`src/rtl/qeciphy_relink_sequencer.sv`:
```
// Arbitrates PHY reset/relink requests and runs one reset cycle at a time with timeout, retry and holdoff.
// Optional statistics outputs are enabled by defining QECIPHY_RELINK_STATS_EN.
//
// state      | meaning
// STARTUP    | power-on reset of the PHY, nothing serviced
// IDLE       | PHY out of reset, waiting for a pending request
// ASSERT     | o_phy_rst_n held low for RST_HOLD_CYCLES
// WAIT_DONE  | reset released, waiting for i_reset_done or timeout
// HOLDOFF    | post-reset quiet period, requests only accumulate
// FAILED     | retries exhausted, PHY parked in reset until i_fail_clear
module qeciphy_relink_sequencer #(
  parameter int NUM_REQ         = 3,
  parameter int RST_HOLD_CYCLES = 16,
  parameter int TIMEOUT_CYCLES  = 65535,
  parameter int MAX_RETRY       = 3,
  parameter int HOLDOFF_CYCLES  = 256,
  localparam int RW = (MAX_RETRY > 0) ? $clog2(MAX_RETRY + 1) : 1,
  localparam int SW = (NUM_REQ > 1) ? $clog2(NUM_REQ) : 1
) (
  input  logic               axis_clk,
  input  logic               axis_rst_n,
  input  logic [NUM_REQ-1:0] i_req,
  output logic [NUM_REQ-1:0] o_ack,
  output logic               o_phy_rst_n,
  input  logic               i_reset_done,
  output logic               o_busy,
  output logic [RW-1:0]      o_retry_cnt,
  output logic               o_fail,
  input  logic               i_fail_clear
`ifdef QECIPHY_RELINK_STATS_EN
  ,
  output logic [15:0]        o_reset_count,
  output logic [15:0]        o_fail_count,
  output logic [SW-1:0]      o_last_src
`endif
);

  localparam int TMAX_RH = (RST_HOLD_CYCLES > HOLDOFF_CYCLES) ? RST_HOLD_CYCLES : HOLDOFF_CYCLES;
  localparam int TMAX    = (TIMEOUT_CYCLES > TMAX_RH) ? TIMEOUT_CYCLES : TMAX_RH;
  localparam int TW      = $clog2(TMAX + 1);

  typedef enum logic [2:0] {
    ST_STARTUP,
    ST_IDLE,
    ST_ASSERT,
    ST_WAIT_DONE,
    ST_HOLDOFF,
    ST_FAILED
  } state_t;

  state_t             state;
  logic [TW-1:0]      timer;
  logic [NUM_REQ-1:0] pending;
  logic [NUM_REQ-1:0] serviced;
  logic [RW-1:0]      retry;

  assign o_retry_cnt = retry;

`ifdef QECIPHY_RELINK_STATS_EN
  function automatic logic [SW-1:0] lowest_set(input logic [NUM_REQ-1:0] v);
    lowest_set = '0;
    for (int i = NUM_REQ - 1; i >= 0; i--) begin
      if (v[i]) lowest_set = SW'(i);
    end
  endfunction
`endif

  always_ff @(posedge axis_clk or negedge axis_rst_n) begin
    if (!axis_rst_n) begin
      state       <= ST_STARTUP;
      timer       <= TW'(RST_HOLD_CYCLES - 1);
      pending     <= '0;
      serviced    <= '0;
      retry       <= '0;
      o_ack       <= '0;
      o_phy_rst_n <= 1'b0;
      o_busy      <= 1'b1;
      o_fail      <= 1'b0;
`ifdef QECIPHY_RELINK_STATS_EN
      o_reset_count <= '0;
      o_fail_count  <= '0;
      o_last_src    <= '0;
`endif
    end else begin
      o_ack   <= '0;
      pending <= pending | i_req;
      case (state)
        ST_STARTUP, ST_ASSERT: begin
          if (timer == '0) begin
            state       <= ST_WAIT_DONE;
            timer       <= TW'(TIMEOUT_CYCLES - 1);
            o_phy_rst_n <= 1'b1;
          end else begin
            timer <= timer - TW'(1);
          end
        end
        ST_WAIT_DONE: begin
          if (i_reset_done) begin
            state <= ST_HOLDOFF;
            timer <= TW'(HOLDOFF_CYCLES - 1);
            o_ack <= serviced;
`ifdef QECIPHY_RELINK_STATS_EN
            if (o_reset_count != '1) o_reset_count <= o_reset_count + 16'd1;
`endif
          end else if (timer == '0) begin
            if (retry < RW'(MAX_RETRY)) begin
              retry       <= retry + RW'(1);
              state       <= ST_ASSERT;
              timer       <= TW'(RST_HOLD_CYCLES - 1);
              o_phy_rst_n <= 1'b0;
            end else begin
              // Unacknowledged requesters go back to pending so a later clear retries them.
              state       <= ST_FAILED;
              pending     <= pending | i_req | serviced;
              o_fail      <= 1'b1;
              o_busy      <= 1'b0;
              o_phy_rst_n <= 1'b0;
`ifdef QECIPHY_RELINK_STATS_EN
              if (o_fail_count != '1) o_fail_count <= o_fail_count + 16'd1;
`endif
            end
          end else begin
            timer <= timer - TW'(1);
          end
        end
        ST_HOLDOFF: begin
          if (timer == '0) begin
            state  <= ST_IDLE;
            o_busy <= 1'b0;
          end else begin
            timer <= timer - TW'(1);
          end
        end
        ST_IDLE: begin
          if (pending != '0) begin
            serviced    <= pending;
            pending     <= i_req;
            retry       <= '0;
            state       <= ST_ASSERT;
            timer       <= TW'(RST_HOLD_CYCLES - 1);
            o_phy_rst_n <= 1'b0;
            o_busy      <= 1'b1;
`ifdef QECIPHY_RELINK_STATS_EN
            o_last_src  <= lowest_set(pending);
`endif
          end
        end
        ST_FAILED: begin
          if (i_fail_clear) begin
            state       <= ST_IDLE;
            o_fail      <= 1'b0;
            o_phy_rst_n <= 1'b1;
          end
        end
        default: begin
          state       <= ST_STARTUP;
          timer       <= TW'(RST_HOLD_CYCLES - 1);
          o_phy_rst_n <= 1'b0;
          o_busy      <= 1'b1;
        end
      endcase
    end
  end

endmodule
```
`config.mk`:
```
export PLATFORM = sky130hd
export DESIGN_NAME = qeciphy_relink_sequencer
export DESIGN_NICKNAME = d
export VERILOG_FILES = /design/src/rtl/qeciphy_relink_sequencer.sv
export SDC_FILE = /design/constraint.sdc
export NUM_CORES = 1
export LEC_CHECK = 0
export BUFFER_PORTS_ARGS = -buffer_cell sky130_fd_sc_hd__buf_2
export CORE_UTILIZATION = 53
export CTS_CLUSTER_SIZE = 25
export DETAILED_ROUTE_END_ITERATION = 7
export GPL_ROUTABILITY_DRIVEN = 0
export HOLD_SLACK_MARGIN = 0.02
export PLACE_DENSITY = 0.76
export SLEW_MARGIN = 25
export SYNTH_ARGS = -nofsm -noshare
export SYNTH_HDL_FRONTEND = slang
export SYNTH_SLANG_ARGS = --single-unit
```
`constraint.sdc`:
```
create_clock -name axis_clk -period 2.1 [get_ports axis_clk]
set_input_delay 0.525 -clock axis_clk [delete_from_list [all_inputs] [get_ports axis_clk]]
set_output_delay 0.525 -clock axis_clk [all_outputs]
set_load 0.03 [all_outputs]
```
==> results.md, run 1 <==
* Status: finished, final reports clean
* P per Cell Area at 1250 nW/µm²
* I/O Pins at 15
* Critical path data required time at roughly 2300 ps
* CP Cell Sequence: nor4_4 -> nand4_1 -> buf_4 -> and2_1 -> a21oi_2 -> mux2_4
* Die footprint at 3830 µm²
* # DRC at 0
* Top Usage Layer GRT: met2
* Final net count at 256
* Seq cells post-synth at 33
* Worst Max-Slew Pin Slew at 712 ps
* DR iter-0 viols at 222
* Initial antenna violation count at 0
* Internal power at 1.65 mW
* Met2 Use GR at 44.2%
* Hpwl dp at 3360 µm
* Switching Share at 43.3%
* Number of global-route vias before repair at 1662
* First-pass DRT Iterations at 5
* DR vias at 1821
* Kind of critical path: register to register
* Top_reg_cell synth: dfrtp_1
* Clock Tree Buf Depth at 2
* Hold crit path type: input pin to async pin
* VDD IR-drop max at 0.657 mV
* Num CTS Buffers at 5
* Setup Viol. Count Final at 0
* Die X at 61.9 µm
* CTS Hold Bufs at 0
* Clock skew at roughly 12 ps
* Initial Util at 56.1%
* Hold WS at 219 ps
* Crit path buffers/inverters at 1
* Largest delay contributor family on the critical path: simple AND/OR/NAND/NOR gates
* Post-synthesis async set-or-reset flop share at between 90% and 100%
* Synth cell types at 52
* Global-route met1 utilization at 31.7%
* Sequential group share of total power at 34.9%
* WP data arrival at 2300 ps
* Startpoint Class: register
* Gr ovfl total at 0
* Syn avg cell area at just over 9 µm²
* Sequential fraction of the synthesis area at a little over two fifths
* Leak pwr at 1.06 nW
* Critical path peak fanout at 4
* Cell Area, Synth at 1900 µm²
* P&R area growth vs syn at 22.5%
* Core ar. at 3390 µm²
* Port Buf Inserts at 14
* Global-route wire length before repair at between 7000 and 8000 µm
* Pins Over Slew Limit at 0
* Total clock sinks at 33
* Slowest stage cell, crit path: dfrtp_1
* Met3 Usage GRT at 7.04%
* Max cap viols at 0
* Drt total wl at roughly 4800 µm
* CTS tree: built
* Syn nets at 213
* Fill count at 253
* Clock Power Share at 12.2%
* Mapped Cells at 204
* Area of the multi-input gates at 1050 µm²
* R2R Path Start: timer[8]$_DFFE_PN0P_
* DR vias/cell at around 6.2
* Worst setup EP type: register
* Post-synth EDFFs at 0
* Die H at roughly 62 µm
* Post-layout min period at 2060 ps
* Rel. slew slack at 52.5%
* Rows at 21
* Post-DR wirelength/cell at between 15 and 20 µm
* Fin util at 68.7%
* Worst skew pair latency at 340 ps
* Final period util at just under 100%
* FMAX at slightly below 0.5 GHz
* Synth warn at 0
* Sequential cell area at about 830 µm²
* Worst path max stage delay at 460 ps
* Worst Setup SP: timer[8]$_DFFE_PN0P_
* N_diodes at 0
* NetSw at 1.26 mW
* Comb pwr share at between 50 and 60%
* H-tree levels at 2
* Clock root buffer: clkbuf_4
* Number of routed nets with antenna violations at 0
* Fin. Hold Viols at 0
* Largest net degree at the start of global routing at 34
* GRT Util Overall at 26.5%
* Clk slew on worst S/H paths at 110 ps
* Fraction of layout cells with a size suffix above 1 at 30.6%
==> power groups by stage <==
stage	clock network [mW]	logic, mW	registers, mW
floorplan	0	0.906	1.00
CTS	0.358	1.39	0.999
finish	0.355	1.54	1.02
global route	0.385	1.70	1.03
global placement	0	1.33	1.00
detailed placement	0	1.39	1.01
==> flip-flops by register name, indices dropped and copies added (netlist names) <==
register     cells
o_phy_rst_n      1
o_fail           1
pending          3
o_ack            3
state            3
serviced         3
o_busy           1
timer           16
o_retry_cnt      2
==> cell families after synthesis <==
group           after synthesis  synth area share, %
buf+inv                      17                 3.42
xor+xnor                      2                0.921
simple gates                 74                 24.1
flops                        33                 43.8
compound gates               72                 24.3
mux                           4                 2.24
fa+ha+maj                     2                 1.32
==> final cells by class <==
class	count	share of cell area, %
Clock buffer	5	1.61
Timing Repair Buffer	43	12.5
Tap cell	46	2.47
Sequential cell	33	35.8
Multi-Input combinational cell	154	45.3
Clock inverter	3	0.752
Inverter	10	1.61
==> synthesized netlist by cell type (2+ instances only) <==
library cell / count / area, µm²
nand3b_1: 2 / 15.0
o41ai_1: 2 / 17.5
a21o_1: 2 / 15.0
xnor2_1: 2 / 17.5
dfrtp_1: 28 / 701
nand2b_1: 4 / 25.0
inv_1: 10 / 37.5
mux2i_1: 2 / 20.0
o22ai_1: 3 / 18.8
nor2b_1: 5 / 31.3
clkbuf_1: 6 / 22.5
o21ai_0: 18 / 90.1
nor4_1: 2 / 12.5
and2_1: 4 / 25.0
dfstp_2: 5 / 131
a21oi_1: 18 / 90.1
or4_1: 2 / 15.0
or3_2: 2 / 15.0
a22o_1: 5 / 43.8
nand3_1: 3 / 15.0
nand4b_1: 2 / 17.5
a31oi_1: 5 / 31.3
nor4_2: 2 / 25.0
nor3b_1: 2 / 15.0
nor3_1: 5 / 25.0
mux2_2: 2 / 22.5
nor2_1: 17 / 63.8
nand2_1: 11 / 41.3
o2bb2ai_1: 3 / 26.3
ha_1: 2 / 25.0
nand4_1: 2 / 12.5
o21a_1: 3 / 22.5
a21boi_0: 4 / 30.0
==> metrics by stage <==
stage | setup slack [ps] | power [mW] | cells | instance area [µm²] | TNS [ps]
3_3_place_gp | 80.2 | 2.33 | 283 | 2200 | 0
2_1_floorplan | 12.3 | 1.91 | 204 | 1900 | 0
5_1_grt | -74.5 | 3.12 | 294 | 2330 | -327
6_report | 35.0 | 2.91 | 294 | 2330 | 0
4_1_cts | 10.7 | 2.75 | 291 | 2250 | 0
3_5_place_dp | 29.5 | 2.40 | 283 | 2200 | 0
==> worst paths after layout <==
check,to,slack [ps],cells after the start
max,state[2]$_DFFE_PN0P_,40,6
min reg2reg,o_fail$_DFFE_PN0P_,500,1
max in group asynchronous,timer[9]$_DFFE_PN0P_,1380,1
max reg2reg,state[2]$_DFFE_PN0P_,40,6
min in group axis_clk,pending[2]$_DFF_PN0_,390,3
min,o_ack[0]$_DFF_PN0_,220,1
==> metal layers <==
layer | vias to the layer above | routed length, µm
li1 | 849 | -
met1 | 877 | 1930
met2 | 76 | 2440
met3 | 19 | 274
met4 | 0 | 148
met5 | - | 0
==> layout by cell type, fill, tap and decap left out, drive strengths merged, types with 10 or more instances in the layout <==
cell   instances
nor2          17
a21oi         18
o21ai         19
nand2         11
dfrtp         28
inv           10
buf           43
==> what timing repair did <==
| action | CTS | global route |
|---|---|---|
| buffers inserted | 0 | 3 |
| endpoints found under the setup margin | 0 | 13 |
| resized for setup | 0 | 13 |
Power figures use the tool's default switching activity.
==> run 2: changes to the inputs <==
==> constraint.sdc (replaced) <==
create_clock -name axis_clk -period 1.75 [get_ports axis_clk]
set_input_delay 0.4375 -clock axis_clk [delete_from_list [all_inputs] [get_ports axis_clk]]
set_output_delay 0.4375 -clock axis_clk [all_outputs]
set_load 0.03 [all_outputs]
==> run 2 against run 1 <==
  * Sequential cell count unchanged
  * Critical endpoint is now state[1]$_DFFE_PN0P_
  * The flow now finishes with violations (setup timing)
  * Clock-buffer cell count stayed put
  * Final cell count grew 9.5%
  * Critical path type unchanged
==> results.md, run 2 (synthesized netlist as in run 1, its figures left out) <==
* Status: finished with violations
* Violated checks: setup timing
* Total clock sinks at 33
* Design Area, Final at 2770 µm²
* Rows at 21
* Critical path peak fanout at 5
* Placed Area at 2380 µm²
* GRT Util Overall at 31.4%
* Largest delay contributor family on the critical path: simple AND/OR/NAND/NOR gates
* Num CTS Buffers at 5
* FMAX at 0.499 GHz
* P per Cell Area at 1520 nW/µm²
* Pins Over Slew Limit at 0
* Critical path data required time at 1980 ps
* Max cap viols at 0
* VDD IR-drop max at around 0.80 mV
* Kind of critical path: register to register
* Hold crit path type: input pin to async pin
* Global-route wire length before repair at approximately 8600 µm
* Initial antenna violation count at 0
* H-tree levels at 2
* RSZ-0062 raised after global routing: true
* Clock skew at 12.1 ps
* Slowest stage cell, crit path: dfstp_2
* Final worst setup slack at -253 ps
* Core ar. at roughly 3400 µm²
* Drt total wl at 6470 µm
* Port Buf Inserts at 14
* Rel. slew slack at roughly two thirds
* Final net count at 284
* Worst setup EP type: register
* Initial Util at 56.1%
* Fill count at 187
* FF-to-FF setup slack at -250 ps
* I/O Pins at 15
* Fraction of layout cells with a size suffix above 1 at 49.3%
* Top reg by flops: timer
* Post-layout min period at 2000 ps
* P&R area growth vs syn at 45.5%
* Clk slew on worst S/H paths at 120 ps
* Clock Tree Buf Depth at 2
* Clock root buffer: clkbuf_4
* CP Cell Sequence: inv_2 -> ha_4 -> nor4b_4 -> nand4_1 -> buf_6 -> and2_4 -> a21oi_4 -> mux2_4
* # DRC at 0
* Crit path buffers/inverters at 2
* Hold WS at 96.9 ps
* Post-DR wirelength/cell at approximately 20 µm
* DR vias at between 2000 and 2500
* Hpwl dp at 3750 µm
* N_diodes at 0
* Setup Viol. Count Final at 27
* Number of routed nets with antenna violations at 0
* First-pass DRT Iterations at 5
* DR iter-0 viols at 277
* Worst path max stage delay at 390 ps
* Largest net degree at the start of global routing at 34
* Leak pwr at 1.28 nW
* Most frequent cells in the layout: buf_4, dfrtp_1, nor2_1
* Die footprint at 3830 µm²
* Sequential cell area at 832 µm²
* Area of the multi-input gates at ~1200 µm²
* Most common cell after layout, fill and taps aside: buf_4
* Startpoint Class: register
* Final period util at 114%
* Worst Max-Slew Pin Slew at 503 ps
* Fin. Hold Viols at 0
* Die X at slightly above 60 µm
* Largest register FFs at 16
* WP data arrival at 2230 ps
* CTS tree: built
* Number of global-route vias before repair at 1912
* Gr ovfl total at 0
* Die H at approximately 62 µm
* Worst skew pair latency at 350 ps
* DR vias/cell at 6.38
* Pre-CTS setup slack at -193 ps
[run 2: path summary, 6_finish.rpt]
| check | from | endpoint | depth (start not counted) |
|---|---|---|---|
| max reg2reg | timer[0]$_DFFE_PN1P_ | state[1]$_DFFE_PN0P_ | 8 |
| max | timer[0]$_DFFE_PN1P_ | state[1]$_DFFE_PN0P_ | 8 |
| min | axis_rst_n | o_fail$_DFFE_PN0P_ | 2 |
| max in group asynchronous | axis_rst_n | timer[0]$_DFFE_PN1P_ | 2 |
| min reg2reg | o_fail$_DFFE_PN0P_ | o_fail$_DFFE_PN0P_ | 1 |
| min in group axis_clk | i_req[1] | pending[1]$_DFF_PN0_ | 3 |
[run 2: report_power, final]
part	internal (mW)	total, mW	leakage, nW	switching, mW
logic	1.18	2.51	0.838	1.32
registers	0.995	1.26	0.408	0.264
clock network	0.152	0.444	0.0310	0.292
total	2.33	4.21	1.28	1.88
[run 2: cell type report]
type	count	area share [%]
Clock buffer	5	1.36
Clock inverter	3	0.633
Inverter	10	1.36
Multi-Input combinational cell	154	45.0
Sequential cell	33	30.1
Tap cell	46	2.08
Timing Repair Buffer	71	19.5
[run 2: layer usage]
layer | global-route usage, % | vias to the layer above | wire length (µm)
li1 | - | 903 | -
met1 | 34.7 | 1012 | 2490
met2 | 57.5 | 105 | 3330
met3 | 5.59 | 33 | 373
met4 | 15.9 | 0 | 278
met5 | 0 | - | 0
[run 2: timing repair]
item	4_1_cts	5_1_grt
pin swaps	17	15
setup buffers	8	4
gates resized for setup	45	25
hold buffers	0	0
cloned	2	0
setup endpoints to repair	27	27
[run 2: metrics by stage]
step	power (mW)	setup TNS [ps]	instances	util, %
final	4.21	-4920	322	81.7
after global routing	4.42	-7140	322	81.7
after CTS	3.86	-2240	318	77.7
after detailed placement	3.16	-2800	302	70.2
after global placement	3.04	-1280	302	70.2
after floorplan	2.37	-1000	204	-
